**src/rtl/vending_txn_ctrl.sv**
```systemverilog
// Vending transaction controller: coin credit, slot pricing, per-slot stock,
// dispense handshake and one-unit-per-cycle change payout. All outputs are
// registered, so every response shows up the cycle after its input is sampled.
module vending_txn_ctrl #(
    parameter int CREDIT_W   = 8,
    parameter int PRICE0     = 5,
    parameter int PRICE1     = 8,
    parameter int PRICE2     = 10,
    parameter int PRICE3     = 15,
    parameter int STOCK_W    = 4,
    parameter int STOCK_INIT = 4,
    parameter int TIMEOUT    = 1000
) (
    input  logic                clk,
    input  logic                reset,
    input  logic                coin,
    input  logic [1:0]          coin_val,
    input  logic                sel_valid,
    input  logic [1:0]          select,
    input  logic                cancel,
    input  logic                restock,
    input  logic                disp_done,
    output logic                disp_req,
    output logic [1:0]          disp_slot,
    output logic                item_dispense,
    output logic                refund,
    output logic                change_pulse,
    output logic                coin_reject,
    output logic                err,
    output logic [CREDIT_W-1:0] credit,
    output logic [3:0]          sold_out,
    output logic                busy
);
    localparam int TCNT_W = $clog2(TIMEOUT + 1);

    typedef enum logic [1:0] {IDLE, CREDIT, DISPENSE, CHANGE} state_t;

    state_t                state, state_nxt;
    logic [CREDIT_W-1:0]   credit_nxt;
    logic [STOCK_W-1:0]    stock [4];
    logic [STOCK_W-1:0]    stock_nxt [4];
    logic [TCNT_W-1:0]     tcnt, tcnt_nxt;
    logic [CREDIT_W:0]     coin_sum;
    logic [CREDIT_W-1:0]   sel_price;
    logic                  pay_out;
    logic                  disp_req_nxt, item_nxt, refund_nxt, pulse_nxt;
    logic                  reject_nxt, err_nxt, busy_nxt;
    logic [1:0]            disp_slot_nxt;
    logic [3:0]            sold_out_nxt;

    function automatic logic [CREDIT_W-1:0] coin_units(input logic [1:0] v);
        case (v)
            2'b00:   return CREDIT_W'(1);
            2'b01:   return CREDIT_W'(2);
            2'b10:   return CREDIT_W'(5);
            default: return CREDIT_W'(10);
        endcase
    endfunction

    function automatic logic [CREDIT_W-1:0] price_of(input logic [1:0] s);
        case (s)
            2'b00:   return CREDIT_W'(PRICE0);
            2'b01:   return CREDIT_W'(PRICE1);
            2'b10:   return CREDIT_W'(PRICE2);
            default: return CREDIT_W'(PRICE3);
        endcase
    endfunction

    // Next-state, credit/stock update and next output values.
    always_comb begin
        state_nxt     = state;
        credit_nxt    = credit;
        tcnt_nxt      = '0;
        disp_req_nxt  = disp_req;
        disp_slot_nxt = disp_slot;
        item_nxt      = 1'b0;
        pulse_nxt     = 1'b0;
        reject_nxt    = 1'b0;
        err_nxt       = 1'b0;
        pay_out       = 1'b0;
        for (int i = 0; i < 4; i++) stock_nxt[i] = stock[i];
        coin_sum  = {1'b0, credit} + {1'b0, coin_units(coin_val)};
        sel_price = price_of(select);

        case (state)
            IDLE: begin
                if (restock)
                    for (int i = 0; i < 4; i++) stock_nxt[i] = STOCK_W'(STOCK_INIT);
                if (cancel) begin
                    reject_nxt = coin;
                end else if (sel_valid) begin
                    err_nxt    = 1'b1;
                    reject_nxt = coin;
                end else if (coin) begin
                    if (coin_sum[CREDIT_W]) begin
                        reject_nxt = 1'b1;
                    end else begin
                        credit_nxt = coin_sum[CREDIT_W-1:0];
                        state_nxt  = CREDIT;
                    end
                end
            end
            CREDIT: begin
                if (cancel) begin
                    reject_nxt = coin;
                    pay_out    = 1'b1;
                end else if (sel_valid) begin
                    reject_nxt = coin;
                    if (stock[select] == '0 || credit < sel_price) begin
                        err_nxt = 1'b1;
                    end else begin
                        credit_nxt        = credit - sel_price;
                        stock_nxt[select] = stock[select] - STOCK_W'(1);
                        disp_slot_nxt     = select;
                        disp_req_nxt      = 1'b1;
                        state_nxt         = DISPENSE;
                    end
                end else if (coin) begin
                    // Overflowing coins are refused outright, never saturated.
                    if (coin_sum[CREDIT_W]) reject_nxt = 1'b1;
                    else                    credit_nxt = coin_sum[CREDIT_W-1:0];
                end else if (tcnt == TCNT_W'(TIMEOUT - 1)) begin
                    pay_out = 1'b1;
                end else begin
                    tcnt_nxt = tcnt + TCNT_W'(1);
                end
            end
            DISPENSE: begin
                reject_nxt = coin;
                if (disp_done) begin
                    disp_req_nxt = 1'b0;
                    item_nxt     = 1'b1;
                    pay_out      = 1'b1;
                end
            end
            default: begin
                reject_nxt = coin;
                if (credit == '0) begin
                    state_nxt = IDLE;
                end else begin
                    credit_nxt = credit - CREDIT_W'(1);
                    pulse_nxt  = 1'b1;
                end
            end
        endcase

        // The first change unit goes out on the same edge that enters CHANGE,
        // so refund and change_pulse are high for exactly N cycles.
        if (pay_out) begin
            if (credit != '0) begin
                state_nxt  = CHANGE;
                credit_nxt = credit - CREDIT_W'(1);
                pulse_nxt  = 1'b1;
            end else begin
                state_nxt = IDLE;
            end
        end

        refund_nxt = (state_nxt == CHANGE);
        busy_nxt   = (state_nxt == CHANGE) || (state_nxt == DISPENSE);
        for (int i = 0; i < 4; i++) sold_out_nxt[i] = (stock_nxt[i] == '0);
    end

    // State, datapath and output registers with synchronous reset.
    always_ff @(posedge clk) begin
        if (reset) begin
            state         <= IDLE;
            credit        <= '0;
            tcnt          <= '0;
            for (int i = 0; i < 4; i++) stock[i] <= STOCK_W'(STOCK_INIT);
            disp_req      <= 1'b0;
            disp_slot     <= '0;
            item_dispense <= 1'b0;
            refund        <= 1'b0;
            change_pulse  <= 1'b0;
            coin_reject   <= 1'b0;
            err           <= 1'b0;
            sold_out      <= (STOCK_INIT == 0) ? 4'hF : 4'h0;
            busy          <= 1'b0;
        end else begin
            state         <= state_nxt;
            credit        <= credit_nxt;
            tcnt          <= tcnt_nxt;
            for (int i = 0; i < 4; i++) stock[i] <= stock_nxt[i];
            disp_req      <= disp_req_nxt;
            disp_slot     <= disp_slot_nxt;
            item_dispense <= item_nxt;
            refund        <= refund_nxt;
            change_pulse  <= pulse_nxt;
            coin_reject   <= reject_nxt;
            err           <= err_nxt;
            sold_out      <= sold_out_nxt;
            busy          <= busy_nxt;
        end
    end

endmodule

```
**config.mk**
```make
export PLATFORM = sky130hd
export DESIGN_NAME = vending_txn_ctrl
export DESIGN_NICKNAME = d
export VERILOG_FILES = /design/src/rtl/vending_txn_ctrl.sv
export SDC_FILE = /design/constraint.sdc
export NUM_CORES = 1
export LEC_CHECK = 0
export ABC_CLOCK_PERIOD_IN_PS = 4000
export BUFFER_PORTS_ARGS = -buffer_cell sky130_fd_sc_hd__buf_2
export CAP_MARGIN = 20
export CORE_AREA = 2 2 88 90
export DETAILED_ROUTE_END_ITERATION = 10
export DIE_AREA = 0 0 90 92
export PLACE_DENSITY_LB_ADDON = 0.15
export SLEW_MARGIN = 40
export SYNTH_ARGS = -nofsm -noshare
export SYNTH_HDL_FRONTEND = slang
export SYNTH_SLANG_ARGS = --single-unit
```
**constraint.sdc**
```tcl
create_clock -name clk -period 4 [get_ports clk]
set_input_delay 0.8 -clock clk [delete_from_list [all_inputs] [get_ports clk]]
set_output_delay 0.8 -clock clk [all_outputs]
set_load 0.005 [all_outputs]
```
==> flow_summary.yaml <==
outcome:
  status: "finished clean"
logic_synthesis:
  yosysSeqAreaShare_pct: 27.2
  ys_ff_latch: 49
  syn_avg_cell_area_um2: 8.11
  synth_flop_cell: "dfxtp_1"
  syn_area_um2: 3600
  synthArstFlopShare_pct: 0
  synth.distinct_cells: 72
  synth_nets: 479
  synth_edf_count: 0
  ys_top_cells_by_area: "dfxtp_1, ha_1, nor2_1"
  yosys-top-cells-count: "nor2_1, dfxtp_1, nand2_1, inv_1, ha_1"
  yosysMostFrequentCell: "nor2_1"
  synth_top_area_share_pct: 27.2
  yosysWarnings: 0
  yosysTopAreaCell: "dfxtp_1"
  synthCells: 444
placement:
  place_ws_ns: 0.369
  dp_cells: 560
  io_buffers: 31
  dp_hpwl_um: 7740
  dpl_cell_area_um2: 3780
  finalWeightedCongestion: 0.960
clock_tree:
  clock_sinks: 49
  cts_max_level: 2
  post-cts-setup-buffers: 0
  clockRootBuffer: "clkbuf_8"
  path_clk_slew_ns: 0.10
  cts_buffer_depth: 2
  cts_tree: "done"
  cts_buffers: 5
  ctsHoldBuffers: 0
  clock_latency_ns: 0.32
  ctsResizeCount: 0
final_layout:
  instances_no_fill: 568
  synthToLayoutAreaGrowth_pct: 7.68
  fillCellCount: 764
  multi_input_area_um2: 2400
  seqCellArea_um2: 981
  drive_gt1_share_pct: 12.9
  nets: 500
  n_antenna_cell: 0
  stdcell_area_um2: 3880
drt:
  drtAntennaViolNets: 0
  wl_per_cell_um: 18.1
  via_per_inst: 6.37
  num_vias: 3618
  drt_iter0_drc: 489
  first_pass_iters: 5
  routed_wl_um: 10300
  drc: 0
floorplan:
  ioPinCount: 32
  fp.coreArea_um2: 7450
  num_rows: 32
  dieWidth_um: 90
  start_util_pct: 48.4
  dieHeight_um: 92
  dieArea_um2: 8280
global_routing:
  grt_pass1_wl_um: 16700
  grt_pass1_vias: 3335
  antenna_found_initial: 0
  overflow: 0
  grt_max_degree: 30
  grt_usage_pct: 24.8
flow_run:
  cap_violations: 0
worst_setup_path:
  crit_path_end_kind: "flip-flop"
  arrival_ns: 3.56
  crit_type: "input pin to flip-flop"
  cp.required_ns: 4.21
  worstPathMaxFanout: 10
  reg2reg_depth: 8
  worst_setup_path_start_kind: "input pin"
pwr:
  p_per_area_nw_per_um2: 428
  sw_frac_of_total_pct: 44.1
  seq_power_share_pct: 35.4
  switching_power_uw: 732
  comb_power_share_pct: 44.7
  ir_drop_mv: 0.218
  intPower_uw: 927
  leakage_uw: 0.00154
  p_clk_share_pct: 19.9
timing:
  setup_viol: 0
  drv_slew: 0
  finalHoldViolations: 0
  grt_setup_unrepaired: "no"
  min_period_ns: 3.35
  clock_skew_ns: 0.0129
  finalSetupTns_ns: 0
  max_freq_mhz: 298
  setup_slack_ns: 0.648
  tightestPinTransition_ns: 0.739
  max_slew_margin_pct: 50.3
  fin_crit_sh_pct: 83.8
hold_path:
  hp-class: "flip-flop to flip-flop"
  min_path_cells: 2
-- placed cells by master, fill, tap and decap left out, types with 6 or more instances in the layout --
cell type,synthesis,routed
a211oi_1,7,7
a21oi_1,21,21
a31oi_1,7,7
and2_1,9,9
and3_1,6,6
buf_2,2,31
dfxtp_1,49,49
ha_1,22,22
inv_1,24,24
nand2_1,32,32
nand2b_1,6,6
nand3_1,15,15
nor2_1,52,52
nor2b_1,7,7
nor3_1,11,11
o211ai_1,16,16
o21ai_0,19,19
o22ai_1,8,8
xnor2_1,8,8
xor2_1,8,8
-- area by class of cell --
type	count	share of cell area [%]
Inverter	24	2.32
Multi-Input combinational cell	350	61.8
Clock inverter	3	0.742
Clock buffer	5	1.77
Timing Repair Buffer	35	4.78
Sequential cell	49	25.3
Tap cell	102	3.29
-- power by group through the flow --
stage / sequential, uW / clock [uW] / combinational, uW
finish: 587 / 330 / 742
global route: 593 / 358 / 813
CTS: 585 / 337 / 728
detailed placement: 596 / 0 / 723
global placement: 595 / 0 / 721
floorplan: 564 / 0 / 568
-- flip-flops by register name (all words and copies together), names as in the netlist --
| name | count |
|---|---|
| stock | 16 |
| tcnt | 10 |
| credit | 8 |
| sold_out | 4 |
| disp_slot | 2 |
| state | 2 |
| busy | 1 |
| change_pulse | 1 |
| coin_reject | 1 |
| disp_req | 1 |
| err | 1 |
| item_dispense | 1 |
| refund | 1 |
-- layer usage --
metal | track usage, % | part of all wire [%]
met1 | 33.7 | 44
met2 | 39.7 | 46
met3 | 5.01 | 8.2
met4 | 7.56 | 1.9
met5 | 0 | 0
-- critical path, stage by stage --
cell and delay [ns]:
buf_2 0.22, inv_1 0.14, ha_1 0.32, inv_1 0.05
ha_1 0.18, inv_1 0.07, fa_1 0.20, nand3_1 0.13
a31oi_2 0.38, o211ai_1 0.27, a21o_2 0.29, a32o_2 0.23
nor4b_1 0.29
-- path summary, 6_finish.rpt --
check                                from     endpoint  slack, ns
worst max-delay path            select[0]  sold_out[3]       0.65
worst max register to register  credit[1]    credit[2]       0.89
worst min register to register   disp_req     disp_req       0.48
worst min-delay path             disp_req     disp_req       0.48
-- through the flow --
| step | util (%) | hold slack, ns | power [uW] |
|---|---|---|---|
| floorplan | - | 0.430 | 1130 |
| global placement | 50.8 | 0.451 | 1320 |
| detailed placement | 50.8 | 0.466 | 1320 |
| CTS | 52.1 | 0.484 | 1650 |
| global route | 52.1 | 0.505 | 1760 |
| finish | 52.1 | 0.481 | 1660 |
-- cells by family (layout without fill, tap and decap cells) --
kind of cell | count (synthesis) | count (layout) | share of synthesized area [%]
AO/OA/AOI/OAI | 135 | 135 | 26.8
XOR/XNOR | 16 | 16 | 3.89
adder cells (fa/ha/maj) | 24 | 24 | 8.76
buffers and inverters | 45 | 67 | 6.22
flip-flops | 49 | 49 | 27.2
multiplexers | 8 | 8 | 3.75
AND/OR/NAND/NOR | 167 | 167 | 23.3
Note: power is estimated with default switching activity, not from simulation.
